**src/rtl/aer_core_merger.sv**
```systemverilog
// aer_core_merger: round-robin merge of per-core AER outputs into one
// feature-map-addressed AER stream, 4-phase REQ/ACK on both sides.
module aer_core_merger #(
  parameter int FM_C          = 3,
  parameter int FM_W          = 8,
  parameter int FM_H          = 8,
  parameter int CORE_W        = 4,
  parameter int CORE_H        = 4,
  parameter int IN_AER_WIDTH  = 2 + $clog2(FM_C) + $clog2(FM_H / CORE_H) + $clog2(FM_W / CORE_W),
  parameter int OUT_AER_WIDTH = 2 + $clog2(FM_C) + $clog2(FM_H) + $clog2(FM_W)
) (
  input  logic                                            clk,
  input  logic                                            rst,
  input  logic [CORE_W*CORE_H-1:0]                        CORE_AEROUT_REQ,
  input  logic [CORE_W*CORE_H-1:0][IN_AER_WIDTH-1:0]      CORE_AEROUT_EVENT,
  output logic [CORE_W*CORE_H-1:0]                        CORE_AEROUT_ACK,
  output logic                                            MRG_AEROUT_REQ,
  output logic [OUT_AER_WIDTH-1:0]                        MRG_AEROUT_EVENT,
  input  logic                                            MRG_AEROUT_ACK
);

  localparam int N        = CORE_W * CORE_H;
  localparam int TILE_W   = FM_W / CORE_W;
  localparam int TILE_H   = FM_H / CORE_H;
  localparam int C_BITS   = $clog2(FM_C);
  localparam int LY_BITS  = $clog2(TILE_H);
  localparam int LX_BITS  = $clog2(TILE_W);
  localparam int Y_BITS   = $clog2(FM_H);
  localparam int X_BITS   = $clog2(FM_W);
  localparam int IDX_BITS = (N > 1) ? $clog2(N) : 1;
  localparam int PAY_BITS = IN_AER_WIDTH - 2;
  localparam int PASS_W   = OUT_AER_WIDTH - 2;

  typedef enum logic [1:0] {
    IDLE,
    IN_REL,
    OUT_ACK,
    OUT_REL
  } state_t;

  state_t                     state_q, state_d;
  logic [IDX_BITS-1:0]        ptr_q, ptr_d;
  logic [IDX_BITS-1:0]        grant_q, grant_d;
  logic [OUT_AER_WIDTH-1:0]   event_q, event_d;
  logic [N-1:0]               ack_q, ack_d;
  logic                       mrg_req_q, mrg_req_d;
  logic                       found;
  logic [IDX_BITS-1:0]        sel_idx;

  // Translate a core-local event into the global feature-map address space;
  // non-neuron events keep their type and carry the raw payload unchanged.
  function automatic logic [OUT_AER_WIDTH-1:0] remap(
    input logic [IDX_BITS-1:0]     idx,
    input logic [IN_AER_WIDTH-1:0] ev
  );
    logic [1:0]         ev_type;
    logic [C_BITS-1:0]  c;
    logic [LY_BITS-1:0] ly;
    logic [LX_BITS-1:0] lx;
    logic [X_BITS-1:0]  x;
    logic [Y_BITS-1:0]  y;
    ev_type = ev[IN_AER_WIDTH-1 -: 2];
    c       = ev[LY_BITS + LX_BITS +: C_BITS];
    ly      = ev[LX_BITS +: LY_BITS];
    lx      = ev[0 +: LX_BITS];
    x = X_BITS'((int'(idx) % CORE_W) * TILE_W) + X_BITS'(lx);
    y = Y_BITS'((int'(idx) / CORE_W) * TILE_H) + Y_BITS'(ly);
    if (ev_type == 2'b00) begin
      remap = {ev_type, c, y, x};
    end else begin
      remap = {ev_type, PASS_W'(ev[PAY_BITS-1:0])};
    end
  endfunction

  // Pick the first requesting core at or after the round-robin pointer, wrapping.
  always_comb begin
    int cand;
    found   = 1'b0;
    sel_idx = '0;
    cand    = 0;
    for (int k = 0; k < N; k++) begin
      cand = (int'(ptr_q) + k) % N;
      if (!found && CORE_AEROUT_REQ[IDX_BITS'(cand)]) begin
        found   = 1'b1;
        sel_idx = IDX_BITS'(cand);
      end
    end
  end

  // Handshake sequencing: grant, wait for core release, present merged event, wait downstream.
  always_comb begin
    state_d   = state_q;
    ptr_d     = ptr_q;
    grant_d   = grant_q;
    event_d   = event_q;
    ack_d     = ack_q;
    mrg_req_d = mrg_req_q;
    case (state_q)
      IDLE: begin
        if (found) begin
          grant_d = sel_idx;
          event_d = remap(sel_idx, CORE_AEROUT_EVENT[sel_idx]);
          ack_d   = N'(1) << sel_idx;
          state_d = IN_REL;
        end
      end
      IN_REL: begin
        if (!CORE_AEROUT_REQ[grant_q]) begin
          ack_d     = '0;
          mrg_req_d = 1'b1;
          state_d   = OUT_ACK;
        end
      end
      OUT_ACK: begin
        if (MRG_AEROUT_ACK) begin
          mrg_req_d = 1'b0;
          state_d   = OUT_REL;
        end
      end
      OUT_REL: begin
        if (!MRG_AEROUT_ACK) begin
          ptr_d   = (grant_q == IDX_BITS'(N - 1)) ? '0 : grant_q + 1'b1;
          state_d = IDLE;
        end
      end
      default: begin
        state_d = IDLE;
      end
    endcase
  end

  // All state and outputs are registered; reset clears everything on the next edge.
  always_ff @(posedge clk) begin
    if (!rst) begin
      state_q   <= IDLE;
      ptr_q     <= '0;
      grant_q   <= '0;
      event_q   <= '0;
      ack_q     <= '0;
      mrg_req_q <= 1'b0;
    end else begin
      state_q   <= state_d;
      ptr_q     <= ptr_d;
      grant_q   <= grant_d;
      event_q   <= event_d;
      ack_q     <= ack_d;
      mrg_req_q <= mrg_req_d;
    end
  end

  assign CORE_AEROUT_ACK  = ack_q;
  assign MRG_AEROUT_REQ   = mrg_req_q;
  assign MRG_AEROUT_EVENT = event_q;

endmodule
```
**config.mk**
```make
export PLATFORM = sky130hd
export DESIGN_NAME = aer_core_merger
export DESIGN_NICKNAME = d
export VERILOG_FILES = /design/src/rtl/aer_core_merger.sv
export SDC_FILE = /design/constraint.sdc
export NUM_CORES = 1
export LEC_CHECK = 0
export CELL_PAD_IN_SITES_DETAIL_PLACEMENT = 0
export CELL_PAD_IN_SITES_GLOBAL_PLACEMENT = 1
export CORE_MARGIN = 5
export CORE_UTILIZATION = 39
export DETAILED_ROUTE_END_ITERATION = 16
export GPL_TIMING_DRIVEN = 0
export PLACE_DENSITY = 0.94
export SYNTH_ARGS = -nofsm -noshare
export SYNTH_HDL_FRONTEND = slang
export SYNTH_SLANG_ARGS = --single-unit
```
**constraint.sdc**
```tcl
create_clock -name clk -period 5.4 [get_ports clk]
set_clock_uncertainty 0.1 [all_clocks]
set_input_delay 1.35 -clock clk [delete_from_list [all_inputs] [get_ports clk]]
set_output_delay 1.35 -clock clk [all_outputs]
set_load 0.1 [all_outputs]
```
==> results of run 1 <==
## sequential cells by signal (all words and copies together) (netlist names)
| name | cells |
|---|---|
| MRG_AEROUT_REQ | 1 |
| state_q | 2 |
| CORE_AEROUT_ACK | 16 |
| MRG_AEROUT_EVENT | 10 |
| ptr_q | 4 |
| grant_q | 4 |
## what timing repair did
item	CTS	global route
pin swaps	4	11
hold endpoints to repair	0	0
setup buffers	10	25
endpoints found under the setup margin	30	28
resized for setup	47	82
hold buffers	0	0
## worst register-to-register path, stage by stage, from the launching register on
cell      delay [ns]
dfxtp_4         0.38
buf_8           0.14
buf_8           0.15
buf_8           0.17
inv_4           0.11
ha_1            0.41
buf_6           0.20
mux4_2          0.52
mux2_2          0.33
mux2i_4         0.27
nand2b_1        0.19
o221a_1         0.29
nor2_2          0.16
o41ai_4         0.09
buf_4           0.17
buf_4           0.14
a211oi_1        0.19
nor2_1          0.08
a211oi_2        0.23
o32ai_2         0.11
buf_4           0.16
nor2_4          0.20
mux2i_1         0.21
a21oi_1         0.08
## per-layer routing
metal | share of wire | routed length, um
met1 | 0.38 | 9025
met3 | 0.10 | 2450
met4 | 0.028 | 663
met5 | 0 | 0
met2 | 0.48 | 11410
## cells in the mapped netlist (all sizes together) (19+ instances only)
cell    count
clkbuf     23
nand2      57
and2       19
o21ai      76
buf        41
a21oi      28
dfxtp      37
mux2i      74
mux4       38
nor2       77
mux2       25
nand3      28
o221ai     20
## logic make-up (layout without fill, tap and decap cells)
logic type | Yosys count | in the layout | share of synthesized area
buffers and inverters | 82 | 264 | 0.07435
AO/OA/AOI/OAI | 224 | 224 | 0.2436
adder cells (fa/ha/maj) | 12 | 12 | 0.02392
flip-flops | 37 | 37 | 0.1180
other | 0 | 1 | 0
AND/OR/NAND/NOR | 264 | 264 | 0.2087
multiplexers | 137 | 137 | 0.3080
XOR/XNOR | 13 | 13 | 0.02352
## power breakdown
part / internal [mW] / switching, mW
clock: 0.231 / 0.109
sequential: 0.326 / 0.0348
combinational: 0.975 / 1.45
## final timing paths
check | cells past startpoint | slack, ns | start | to
setup / recovery | 23 | 0.19 | ptr_q[1] | MRG_AEROUT_EVENT[2]
setup reg to reg | 23 | 0.19 | ptr_q[1] | MRG_AEROUT_EVENT[2]
hold reg to reg | 2 | 0.36 | MRG_AEROUT_EVENT[4] | MRG_AEROUT_EVENT[4]
hold / removal | 2 | 0.36 | MRG_AEROUT_EVENT[4] | MRG_AEROUT_EVENT[4]
## layout make-up
cell class,count,area [um2]
fill,1421,7194
multi-input combinational,650,5336
timing repair buffer,175,1584
sequential,37,744.5
buffer,63,452.9
tap,216,270.3
clock buffer,7,142.6
inverter,18,70.07
clock inverter,1,30.03
antenna,1,2.502
## per-stage QoR
stage | hold slack, ns | area [um2] | utilization | setup slack, ns | total power [mW]
finish | 0.3610 | 8633 | 0.5455 | 0.1927 | 3.124
global route | 0.3803 | 8631 | 0.5453 | 0.02502 | 3.303
CTS | 0.3603 | 8302 | 0.5245 | 0.01127 | 2.965
detailed placement | 0.3492 | 7949 | 0.5022 | -0.6900 | 2.512
global placement | 0.3403 | 7949 | 0.5022 | -0.6902 | 2.502
floorplan | 0.3837 | 6277 | - | 0.4162 | 1.946
==> impl_results.md, run 1 <==
* DP HPWL at 17620 um
* Clock latency on the worst-skew pair at 0.28 ns
* Crit path DAT at 5.25 ns
* First-pass GRT wire length at 36110 um
* Share of post-route cells with drive strength above 1 at 0.2313
* Initial antenna violation count at 0
* Synth top area cells: mux4_2, dfxtp_1, mux2i_1, o21ai_0, nor2_1
* Fin. max-slew vios at 0
* Nets at 1077
* GRT overflow at 0
* Final worst-path cycle share at 0.9643
* Busiest grt layer: met2
* Residual DRC at 0
* Die ar. at 0.01873 mm2
* Vias in the first global route at 6788
* Outcome: completed
* Vias at 7240
* Routed wire length at 23550 um
* PwrDens at 361.8 mW/mm2
* FF+latch count, synth at 37
* Die width at 136.9 um
* TritonCTS buffer count at 5
* Met2 usage at 0.4116
* Drt first pass iters at 6
* Static leakage at 3.101 nW
* Critical path required time at 5.44 ns
* P&R area growth vs syn at 37.53%
* Critical path's largest stage delay at 0.52 ns
* H-Tree Depth at 2
* Synth Net Count at 896
* Most common cell after layout, fill and taps aside: clkdlybuf4s50_1
* Commonest cells after routing, fill and taps aside: clkdlybuf4s50_1, nor2_1, o21ai_0
* Buffers on Ports at 140
* Final setup vio count at 0
* Detail Route Antenna Nets at 0
* CP Cell Sequence: buf_8 -> buf_8 -> buf_8 -> inv_4 -> ha_1 -> buf_6 -> mux4_2 -> mux2_2 -> mux2i_4 -> nand2b_1 -> o221a_1 -> nor2_2 -> o41ai_4 -> buf_4 -> buf_4 -> a211oi_1 -> nor2_1 -> a211oi_2 -> o32ai_2 -> buf_4 -> nor2_4 -> mux2i_1 -> a21oi_1
* TritonCTS Sinks at 37
* WS Path Type: register to register
* Final Hold Vio Count at 0
* Vias per cell at 6.199
* Syn Inst Count at 769
* CP max FO at 13
* CP bufs+invs at 8
* Fmax at 192.0 MHz
* Largest net degree at the start of global routing at 14
* Initial drt markers at 765
* RSZ-0062 raised after global routing: no
* Synthesized area per cell at 8.163 um2
* Worst min path class: register to register
* Routed wire per std cell at 20.16 um
* CTS tree: done
* FFs w/ async S/R, synth at 0
* YS warnings at 0
* GRT met3 Usage at 0.05331
* Total track usage at 0.2409
* CTS Buffer Depth at 2
* Seq/Total Area, Yosys at 0.1180
* Setup_tns at 0 ns
* Row Count at 46
* Least-Margin Pin Slew at 1.046 ns
* Yosys top cell area share at 0.1292
* Initial Util at 0.3966
* Top Ports at 142
* Root buf cell: clkbuf_16
* Final min period at 5.207 ns
* Post-synth EDFFs at 0
* Predominant post-synthesis flop cell: dfxtp_1
* Core area at 0.01583 mm2
* Final non-filler cell total at 1168
* Maxcap violations at 0
* Die Y at 136.9 um
* Slew Limit Headroom at 0.3007
* Met1 Resource Use GR at 0.3104
* Inst Count DP at 1125
* Post-Syn Area at 0.006277 mm2
* Final RePlAce weighted congestion at 0.9653
* Biggest area consumer among synthesized cells: mux4_2
* Startpoint Class: register
* Synth cell types at 85
* CP endpoint kind: register
* Critical Path Slowest Stage Cell: mux4_2
* CTS clk-pin slew, worst paths at 0.06 ns
* CP delay by family, top: multiplexers
* Worst VDD drop at 255.1 uV
Power figures use the tool's default switching activity.
==> run 2: changes to the inputs <==
CORE_UTILIZATION = 40   (was 39)
DONT_BUFFER_PORTS = 1   (was default)
PLACE_DENSITY = 0.8   (was 0.94)
TNS_END_PERCENT = 30   (was default)
==> run 2 against run 1 <==
Compared with the run above: clock power about the same; critical path type unchanged; design area down 17%; critical path depth unchanged; global-route usage down 0.94 points; die area down 2.3%; largest cell class unchanged; setup slack better by 0.026 ns; worst hold slack better by 0.073 ns; combinational power down 21%; sequential share of layout area up 1.8 points; final cell count down 14%; maximum frequency up 0.51%.
==> impl_results.md, run 2 (synthesis results as in run 1) <==
* Final Hold Vio Count at 0 (unchanged)
* CP endpoint kind: register (unchanged)
* Initial drt markers at 696 (was 765)
* Total track usage at 0.2314 (was 0.2409)
* Root buf cell: clkbuf_16 (unchanged)
* Drt first pass iters at 5 (was 6)
* Nets at 922 (was 1077)
* Number of fill cells at 1562 (was 1421)
* GRT met3 Usage at 0.05572 (was 0.05331)
* CP Cell Sequence: buf_8 -> buf_8 -> inv_4 -> ha_4 -> buf_6 -> buf_12 -> mux4_2 -> mux2i_4 -> mux2_4 -> and4_1 -> buf_4 -> a41oi_2 -> and3_1 -> buf_6 -> and3_1 -> a31oi_1 -> a221oi_2 -> a211oi_1 -> o32ai_2 -> buf_4 -> nor2_4 -> mux2i_1 -> a21oi_1 (was buf_8 -> buf_8 -> buf_8 -> inv_4 -> ha_1 -> buf_6 -> mux4_2 -> mux2_2 -> mux2i_4 -> nand2b_1 -> o221a_1 -> nor2_2 -> o41ai_4 -> buf_4 -> buf_4 -> a211oi_1 -> nor2_1 -> a211oi_2 -> o32ai_2 -> buf_4 -> nor2_4 -> mux2i_1 -> a21oi_1)
* PwrDens at 404.6 mW/mm2 (was 361.8 mW/mm2)
* CTS Buffer Depth at 2 (unchanged)
* Top Ports at 142 (unchanged)
* GRT overflow at 0 (unchanged)
* P&R area growth vs syn at 13.91% (was 37.53%)
* CP delay by family, top: buffers and inverters (was multiplexers)
* CTS clk-pin slew, worst paths at 0.06 ns (about the same)
* Maxcap violations at 0 (unchanged)
* Share of post-route cells with drive strength above 1 at 0.2299 (was 0.2313)
* Detail Route Antenna Nets at 0 (unchanged)
* CP max FO at 15 (was 13)
* Critical path required time at 5.45 ns (was 5.44 ns)
* Setup_tns at 0 ns (unchanged)
* Buffers on Ports at 0 (was 140)
* Least-Margin Pin Slew at 1.036 ns (was 1.046 ns)
* Most common cell after layout, fill and taps aside: nor2_1 (was clkdlybuf4s50_1)
* H-Tree Depth at 2 (unchanged)
* Largest net degree at the start of global routing at 14 (unchanged)
* TritonCTS Sinks at 37 (unchanged)
* Fin. max-slew vios at 0 (unchanged)
* CTS tree: done (unchanged)
* Startpoint Class: register (unchanged)
* Vias in the first global route at 6215 (was 6788)
* Critical path's largest stage delay at 0.56 ns (was 0.52 ns)
* Vias per cell at 6.454 (was 6.199)
* Met2 usage at 0.3946 (was 0.4116)
* Core area at 0.01531 mm2 (was 0.01583 mm2)
* Fmax at 193.0 MHz (was 192.0 MHz)
* Worst VDD drop at 215.4 uV (was 255.1 uV)
* Final RePlAce weighted congestion at 0.9171 (was 0.9653)
* Final worst-path cycle share at 0.9594 (was 0.9643)
* Row Count at 45 (was 46)
* Static leakage at 2.492 nW (was 3.101 nW)
* Post-place instance area at 0.006541 mm2 (was 0.007949 mm2)
* Final min period at 5.181 ns (was 5.207 ns)
* Busiest grt layer: met2 (unchanged)
* Outcome: completed (unchanged)
* First-pass GRT wire length at 34490 um (was 36110 um)
* Largest register FFs at 16 (unchanged)
* Routed wire length at 22180 um (was 23550 um)
* Clock latency on the worst-skew pair at 0.28 ns (about the same)
* Finished Cell Area at 0.007151 mm2 (was 0.008633 mm2)
* TritonCTS buffer count at 5 (unchanged)
* # diodes at 0 (was 1)
* CP bufs+invs at 8 (unchanged)
* Final core utilization at 0.4669 (was 0.5455)
* WS Path Type: register to register (unchanged)
* DP HPWL at 16830 um (was 17620 um)
* Initial Util at 0.4099 (was 0.3966)
* Commonest cells after routing, fill and taps aside: nor2_1, o21ai_0, mux2i_1 (was clkdlybuf4s50_1, nor2_1, o21ai_0)
* Crit path DAT at 5.23 ns (was 5.25 ns)
* Slew Limit Headroom at 0.3085 (was 0.3007)
* Initial antenna violation count at 0 (unchanged)
* RSZ-0062 raised after global routing: no (unchanged)
* Met1 Resource Use GR at 0.2948 (was 0.3104)
* Die ar. at 0.01830 mm2 (was 0.01873 mm2)
* Routed wire per std cell at 22.03 um (was 20.16 um)
* Vias at 6499 (was 7240)
* Worst min path class: register to register (unchanged)
* Critical Path Slowest Stage Cell: mux4_2 (unchanged)
* Die width at 135.3 um (was 136.9 um)
* Die Y at 135.3 um (was 136.9 um)
* Final setup vio count at 0 (unchanged)
* Residual DRC at 0 (unchanged)
run 2: final cells by class:
type,instances,area [um2],share of cell area
Buffer,62,436.7,0.06107
Multi-Input combinational cell,652,5301,0.7414
Timing Repair Buffer,19,155.1,0.02170
Sequential cell,37,743.2,0.1039
Clock buffer,6,138.9,0.01942
Clock inverter,2,37.54,0.005249
Tap cell,211,264.0,0.03692
Inverter,18,73.82,0.01032
run 2: metrics by stage:
stage / hold slack, ns / instances / power (mW) / setup slack, ns
2_1_floorplan: 0.3837 / 769 / 1.946 / 0.4162
3_3_place_gp: 0.4298 / 980 / 2.349 / -0.7813
3_5_place_dp: 0.4306 / 980 / 2.350 / -0.6919
4_1_cts: 0.4347 / 996 / 2.812 / 0.01537
5_1_grt: 0.4671 / 1007 / 3.065 / 0.01310
6_report: 0.4343 / 1007 / 2.893 / 0.2190
run 2: final timing paths:
path | start | end | slack (ns) | depth (start not counted)
worst max-delay path | ptr_q[1] | MRG_AEROUT_EVENT[2] | 0.22 | 23
worst min-delay path | state_q[0] | state_q[0] | 0.43 | 2
worst max register to register | ptr_q[1] | MRG_AEROUT_EVENT[2] | 0.22 | 23
worst min register to register | state_q[0] | state_q[0] | 0.43 | 2
run 2: worst register-to-register path: stages (launching register included):
cell,delay [ns]
dfxtp_2,0.37
buf_8,0.20
buf_8,0.17
inv_4,0.12
ha_4,0.30
buf_6,0.14
buf_12,0.15
mux4_2,0.56
mux2i_4,0.22
mux2_4,0.23
and4_1,0.23
buf_4,0.20
a41oi_2,0.15
and3_1,0.22
buf_6,0.15
and3_1,0.18
a31oi_1,0.18
a221oi_2,0.09
a211oi_1,0.31
o32ai_2,0.14
buf_4,0.17
nor2_4,0.17
mux2i_1,0.21
a21oi_1,0.08
run 2: where the power goes:
group	total, mW	leakage, nW	internal, mW	switching, mW
combinational	1.91	2.11	0.802	1.11
clock	0.342	0.0831	0.230	0.112
sequential	0.642	0.302	0.326	0.315
run 2: repair_timing:
action | in CTS | in global routing
pin swaps | 5 | 7
cloned | 2 | 0
setup endpoints to repair | 29 | 18
buffers inserted | 7 | 12
resized for setup | 36 | 30
hold buffers | 0 | 0
run 2: layer usage:
layer | vias up | wire length (um)
met2 | 326 | 10970
li1 | 3006 | -
met3 | 42 | 1873
met5 | - | 0
met1 | 3125 | 8891
met4 | 0 | 448
